### src/rtl/dw_pipe_skid_reg.sv
// Credit-based elastic wrapper: fixed-latency never-stalling delay line feeding an output skid FIFO.
// Optional synchronous flush port enabled by defining DW_PIPE_SKID_FLUSH_EN.
module dw_pipe_skid_reg #(
  parameter int unsigned WIDTH      = 8,
  parameter int unsigned DEPTH      = 8,
  parameter int unsigned FIFO_DEPTH = 16,
  localparam int unsigned CNT_W     = $clog2(FIFO_DEPTH + 1)
) (
  input  logic             clk,
  input  logic             rst_n,
`ifdef DW_PIPE_SKID_FLUSH_EN
  input  logic             flush,
`endif
  input  logic [WIDTH-1:0] in_data,
  input  logic             in_valid,
  output logic             in_ready,
  output logic [WIDTH-1:0] out_data,
  output logic             out_valid,
  input  logic             out_ready,
  output logic [CNT_W-1:0] fill_level
);

  localparam int unsigned      PTR_W    = (FIFO_DEPTH > 1) ? $clog2(FIFO_DEPTH) : 1;
  localparam logic [CNT_W-1:0] FULL_CNT = CNT_W'(FIFO_DEPTH);
  localparam logic [PTR_W-1:0] LAST_PTR = PTR_W'(FIFO_DEPTH - 1);

  logic             flush_c;
  logic             accept_c;
  logic             pop_c;
  logic             wr_en_c;

  logic [DEPTH-1:0] pv_q, pv_d;
  logic [WIDTH-1:0] pd_q [DEPTH];
  logic [WIDTH-1:0] mem_q [FIFO_DEPTH];
  logic [PTR_W-1:0] wr_ptr_q, wr_ptr_d;
  logic [PTR_W-1:0] rd_ptr_q, rd_ptr_d;
  logic [CNT_W-1:0] fill_q, fill_d;
  logic [CNT_W-1:0] outst_q, outst_d;
  logic             in_ready_q, in_ready_d;
  logic             out_valid_q, out_valid_d;

`ifdef DW_PIPE_SKID_FLUSH_EN
  assign flush_c = flush;
`else
  assign flush_c = 1'b0;
`endif

  assign accept_c = in_valid & in_ready_q;
  assign pop_c    = out_valid_q & out_ready;
  assign wr_en_c  = pv_q[DEPTH-1];

  // Outstanding credits cover pipe + FIFO, so a granted accept always has a FIFO slot on landing.
  always_comb begin
    pv_d     = '0;
    wr_ptr_d = wr_ptr_q;
    rd_ptr_d = rd_ptr_q;
    pv_d[0]  = accept_c;
    for (int unsigned i = 1; i < DEPTH; i++) begin
      pv_d[i] = pv_q[i-1];
    end
    if (wr_en_c) begin
      wr_ptr_d = (wr_ptr_q == LAST_PTR) ? '0 : wr_ptr_q + PTR_W'(1);
    end
    if (pop_c) begin
      rd_ptr_d = (rd_ptr_q == LAST_PTR) ? '0 : rd_ptr_q + PTR_W'(1);
    end
    fill_d  = fill_q + CNT_W'(wr_en_c) - CNT_W'(pop_c);
    outst_d = outst_q + CNT_W'(accept_c) - CNT_W'(pop_c);
    if (flush_c) begin
      pv_d     = '0;
      wr_ptr_d = '0;
      rd_ptr_d = '0;
      fill_d   = '0;
      outst_d  = '0;
    end
    in_ready_d  = (outst_d < FULL_CNT);
    out_valid_d = (fill_d != '0);
  end

  always_ff @(posedge clk or negedge rst_n) begin
    if (!rst_n) begin
      pv_q        <= '0;
      wr_ptr_q    <= '0;
      rd_ptr_q    <= '0;
      fill_q      <= '0;
      outst_q     <= '0;
      in_ready_q  <= 1'b1;
      out_valid_q <= 1'b0;
    end else begin
      pv_q        <= pv_d;
      wr_ptr_q    <= wr_ptr_d;
      rd_ptr_q    <= rd_ptr_d;
      fill_q      <= fill_d;
      outst_q     <= outst_d;
      in_ready_q  <= in_ready_d;
      out_valid_q <= out_valid_d;
    end
  end

  // Data path carries no reset; validity is tracked separately in pv_q and the pointers.
  always_ff @(posedge clk) begin
    pd_q[0] <= in_data;
    for (int unsigned i = 1; i < DEPTH; i++) begin
      pd_q[i] <= pd_q[i-1];
    end
    if (wr_en_c) begin
      mem_q[wr_ptr_q] <= pd_q[DEPTH-1];
    end
  end

  assign in_ready   = in_ready_q;
  assign out_valid  = out_valid_q;
  assign out_data   = mem_q[rd_ptr_q];
  assign fill_level = fill_q;

endmodule

### config.mk
export PLATFORM = sky130hd
export DESIGN_NAME = dw_pipe_skid_reg
export DESIGN_NICKNAME = d
export VERILOG_FILES = /design/src/rtl/dw_pipe_skid_reg.sv
export SDC_FILE = /design/constraint.sdc
export NUM_CORES = 1
export LEC_CHECK = 0
export BUFFER_PORTS_ARGS = -buffer_cell sky130_fd_sc_hd__buf_4
export CAP_MARGIN = 20
export CORE_AREA = 2 2 121 123
export CTS_BUF_LIST = sky130_fd_sc_hd__clkbuf_16
export CTS_CLUSTER_SIZE = 30
export DETAILED_ROUTE_END_ITERATION = 16
export DIE_AREA = 0 0 123 125
export MAX_ROUTING_LAYER = met4
export PLACE_DENSITY_LB_ADDON = 0.3
export SETUP_SLACK_MARGIN = 0.15
export SYNTH_ARGS = -nofsm -noshare
export SYNTH_HDL_FRONTEND = slang
export SYNTH_SLANG_ARGS = --single-unit
### constraint.sdc
create_clock -name clk -period 3.5 [get_ports clk]
set_clock_uncertainty 0.05 [all_clocks]
set_input_delay 0.175 -clock clk [delete_from_list [all_inputs] [get_ports clk]]
set_output_delay 0.175 -clock clk [all_outputs]
set_load 0.005 [all_outputs]
==> impl_metrics.yaml <==
sta:
  rsz0062_at_grt: "false"
  max_freq_mhz: 363
  final-hold-violation-count: 0
  worstMarginPinSlew_ps: 876
  min_period_ps: 2760
  slew_headroom_pct: 41.4
  fin_crit_sh_pct: 78.8
  tns_ps: 0
  final-setup-viol-count: 0
  slew_violations: 0
route:
  vias: 3530
  wl_per_cell_um: 17.9
  drt_iter0_markers: 333
  drt-pass1-iter-count: 4
  drc_errors: 0
  wl_um: 11900
  via_per_inst: 5.30
  ant_nets: 0
power_and_ir_drop:
  ir_drop_mv: 0.404
  p_seq_share_pct: 43.8
  power_frac_clock_pct: 30.7
  combPwrFrac_pct: 25.5
  finalPower_w: 0.00740
  power.switching_w: 0.00206
  leakagePower_nw: 3.32
  switching_share_pct: 27.9
  powerDensity_nw_per_um2: 839
  internal-power_w: 0.00534
placement:
  place_area_um2: 8000
  place_hpwl_um: 7720
  post-place-cells: 616
  portBuffers: 26
  routabilityCongestion: 0.778
synthesis:
  syn-mean-instance-area_um2: 18.3
  ys_warn_count: 0
  syn-cell-area_um2: 7590
  syn_nets: 443
  ys_top_cells_by_area: "edfxtp_1 51%, dfxtp_1 17%, dfrtp_1 8.9%"
  ys_ff_latch: 220
  yosys.area.top_type: "edfxtp_1"
  synth_top_area_share_pct: 50.6
  syn_inst: 414
  seq_area_frac_synth_pct: 76.7
  ys_types: 37
clock_tree:
  postCtsResizedCells: 0
  cts_setup_buffers: 0
  clock-sinks: 220
  tritoncts: "done"
  path_clk_slew_ps: 60
  clock_latency_ps: 490
  cts_buffers: 22
  clockRootBuffer: "clkbuf_16"
  cts_max_level: 1
  cts_buffer_depth: 3
die:
  die_width_um: 123
  core_um2: 14200
  die_h_um: 125
  row_count: 44
  die_area_um2: 15400
  io_pins: 27
  start_util_pct: 53.5
global_routing:
  grt_pass1_vias: 3630
  antenna_found_initial: 0
  grt_max_degree: 29
  grt_overflow_total: 0
  grt_pass1_wl_um: 19600
  grtUsageTotal_pct: 17.1
critical_path:
  critPathBufInv: 4
  worstPathMaxFanout: 5
  critical_path_class: "reg2reg"
  max_stage_delay_ps: 500
  crit_arrival_ps: 3060
  worstPathCellList: "nand2_1 -> inv_1 -> ha_1 -> inv_1 -> ha_1 -> inv_1 -> fa_1 -> inv_1 -> or3_1 -> or4b_1"
  start_kind: "register"
  slowest_stage: "or4b_1"
  cp_common_cell: "inv_1"
  rrSetupSlack_ps: 740
  crit_family: "simple AND/OR/NAND/NOR gates"
  critPathCaptureType: "register"
  cp_data_required_time_ps: 3810
cells_and_area:
  seqCellArea_um2: 5830
  final_cell_area_um2: 8820
  nets: 495
  instances_no_fill: 666
  nFillCells: 1018
  multiInputGateArea_um2: 1610
  final_layout_size_suffix_gt1_share_pct: 19.3
  syn_to_final_growth_pct: 16.1
  n_antenna_cell: 0
job:
  drv_cap: 0
hold_path:
  hold_class: "in2reg"
status:
  status: "finished, final reports clean"
## logic make-up after synthesis
kind of cell	after synthesis	synth area share, %
adders and majority gates	17	3.00
xor gates and xnor gates	11	1.27
DFF	220	76.7
buffers and inverters	35	2.13
and+or+nand+nor	42	2.95
muxes	49	10.4
AOI/OAI and AO/OA	40	3.51
## cell usage in the layout (no fill, tap or decap), types with 2 or more instances in the layout
cell | synthesis | layout
a22oi_1 | 8 | 8
fa_1 | 2 | 2
a21oi_1 | 4 | 4
ha_1 | 15 | 15
mux2i_1 | 24 | 24
dlygate4sd3_1 | 0 | 10
mux4_2 | 24 | 24
nor3_1 | 4 | 4
a32oi_1 | 8 | 8
o21ai_0 | 6 | 6
clkinv_2 | 0 | 5
xor2_1 | 4 | 4
and2_1 | 11 | 11
inv_1 | 21 | 27
buf_4 | 2 | 31
nand2_1 | 6 | 6
nand3_1 | 4 | 4
clkbuf_16 | 0 | 22
edfxtp_1 | 128 | 128
dfxtp_1 | 64 | 64
nor2b_1 | 3 | 3
a21o_1 | 3 | 3
and3_1 | 3 | 3
nor2_1 | 7 | 7
o21ai_1 | 8 | 8
xnor2_1 | 7 | 7
bufinv_16 | 0 | 3
dfrtp_1 | 27 | 26
## metrics by stage
stage	setup WS (ps)	utilization, %	hold slack [ps]
2_1_floorplan	878	-	-171
3_3_place_gp	814	56.3	51.6
3_5_place_dp	737	56.3	56.7
4_1_cts	656	62.1	11.8
5_1_grt	490	62.1	52.0
6_report	743	62.1	21.9
## final timing paths
kind / cells after the start / from / end
max reg2reg: 10 / out_valid / out_valid
min reg2reg: 0 / pd_q[0][3] / pd_q[0][11]
min: 3 / out_ready / rd_ptr_q[0]
max in group asynchronous: 2 / rst_n / in_ready
min in group asynchronous: 2 / rst_n / pv_q[4]
max: 10 / out_valid / out_valid
## state kept, by name (all words and copies together) (netlist names)
signal      count
mem_q         128
pv_q            8
pd_q           64
outst_q         5
in_ready        1
wr_ptr_q        4
rd_ptr_q        4
out_valid       1
fill_level      5
## tightest hold or removal path, cell delays in order
cell and delay, ps:
buf_4 110, nand2_1 110, a21o_1 130
## power groups by stage
| stage | combinational [W] | clock (W) | sequential (W) |
|---|---|---|---|
| global placement | 0.00182 | 0 | 0.00328 |
| finish | 0.00188 | 0.00227 | 0.00324 |
| floorplan | 0.00139 | 0 | 0.00318 |
| CTS | 0.00191 | 0.00233 | 0.00325 |
| global route | 0.00209 | 0.00244 | 0.00328 |
| detailed placement | 0.00188 | 0 | 0.00330 |
## layer usage
metal	share of wire [%]	routed length [µm]	vias to the layer above	GRT usage [%]
met5	0	0	-	-
met4	1.7	199	0	4.28
met3	4.4	523	16	2.83
met2	51	6020	78	27.2
met1	43	5170	1770	23.3
li1	-	-	1666	-
## area by class of cell
class,instances,area share [%]
sequential,220,66.1
multi-input combinational,159,18.2
clock buffer,22,6.24
timing repair buffer,42,4.00
tap,184,2.61
clock inverter,18,1.97
inverter,21,0.894
## cells in the mapped netlist, drive strengths merged
cell,number
fa,2
a22oi,8
a311oi,1
nand2,6
and2,11
a21o,3
nor2,7
ha,15
mux4,24
edfxtp,128
or3,1
buf,11
and3,3
a32oi,8
dfrtp,27
dfxtp,64
clkbuf,3
mux2i,24
or4b,1
nor2b,3
nand3,4
xor2,4
o31ai,1
o21ai,14
mux2,1
nand2b,1
dfstp,1
nand4,1
nor3,4
inv,21
o21a,1
xnor2,7
a21oi,4
## timing repair
item,4_1_cts,5_1_grt
hold buffers,10,0
endpoints found under the setup margin,0,0
hold endpoints to repair,37,0
No activity file was read; power rests on OpenSTA's default activity.
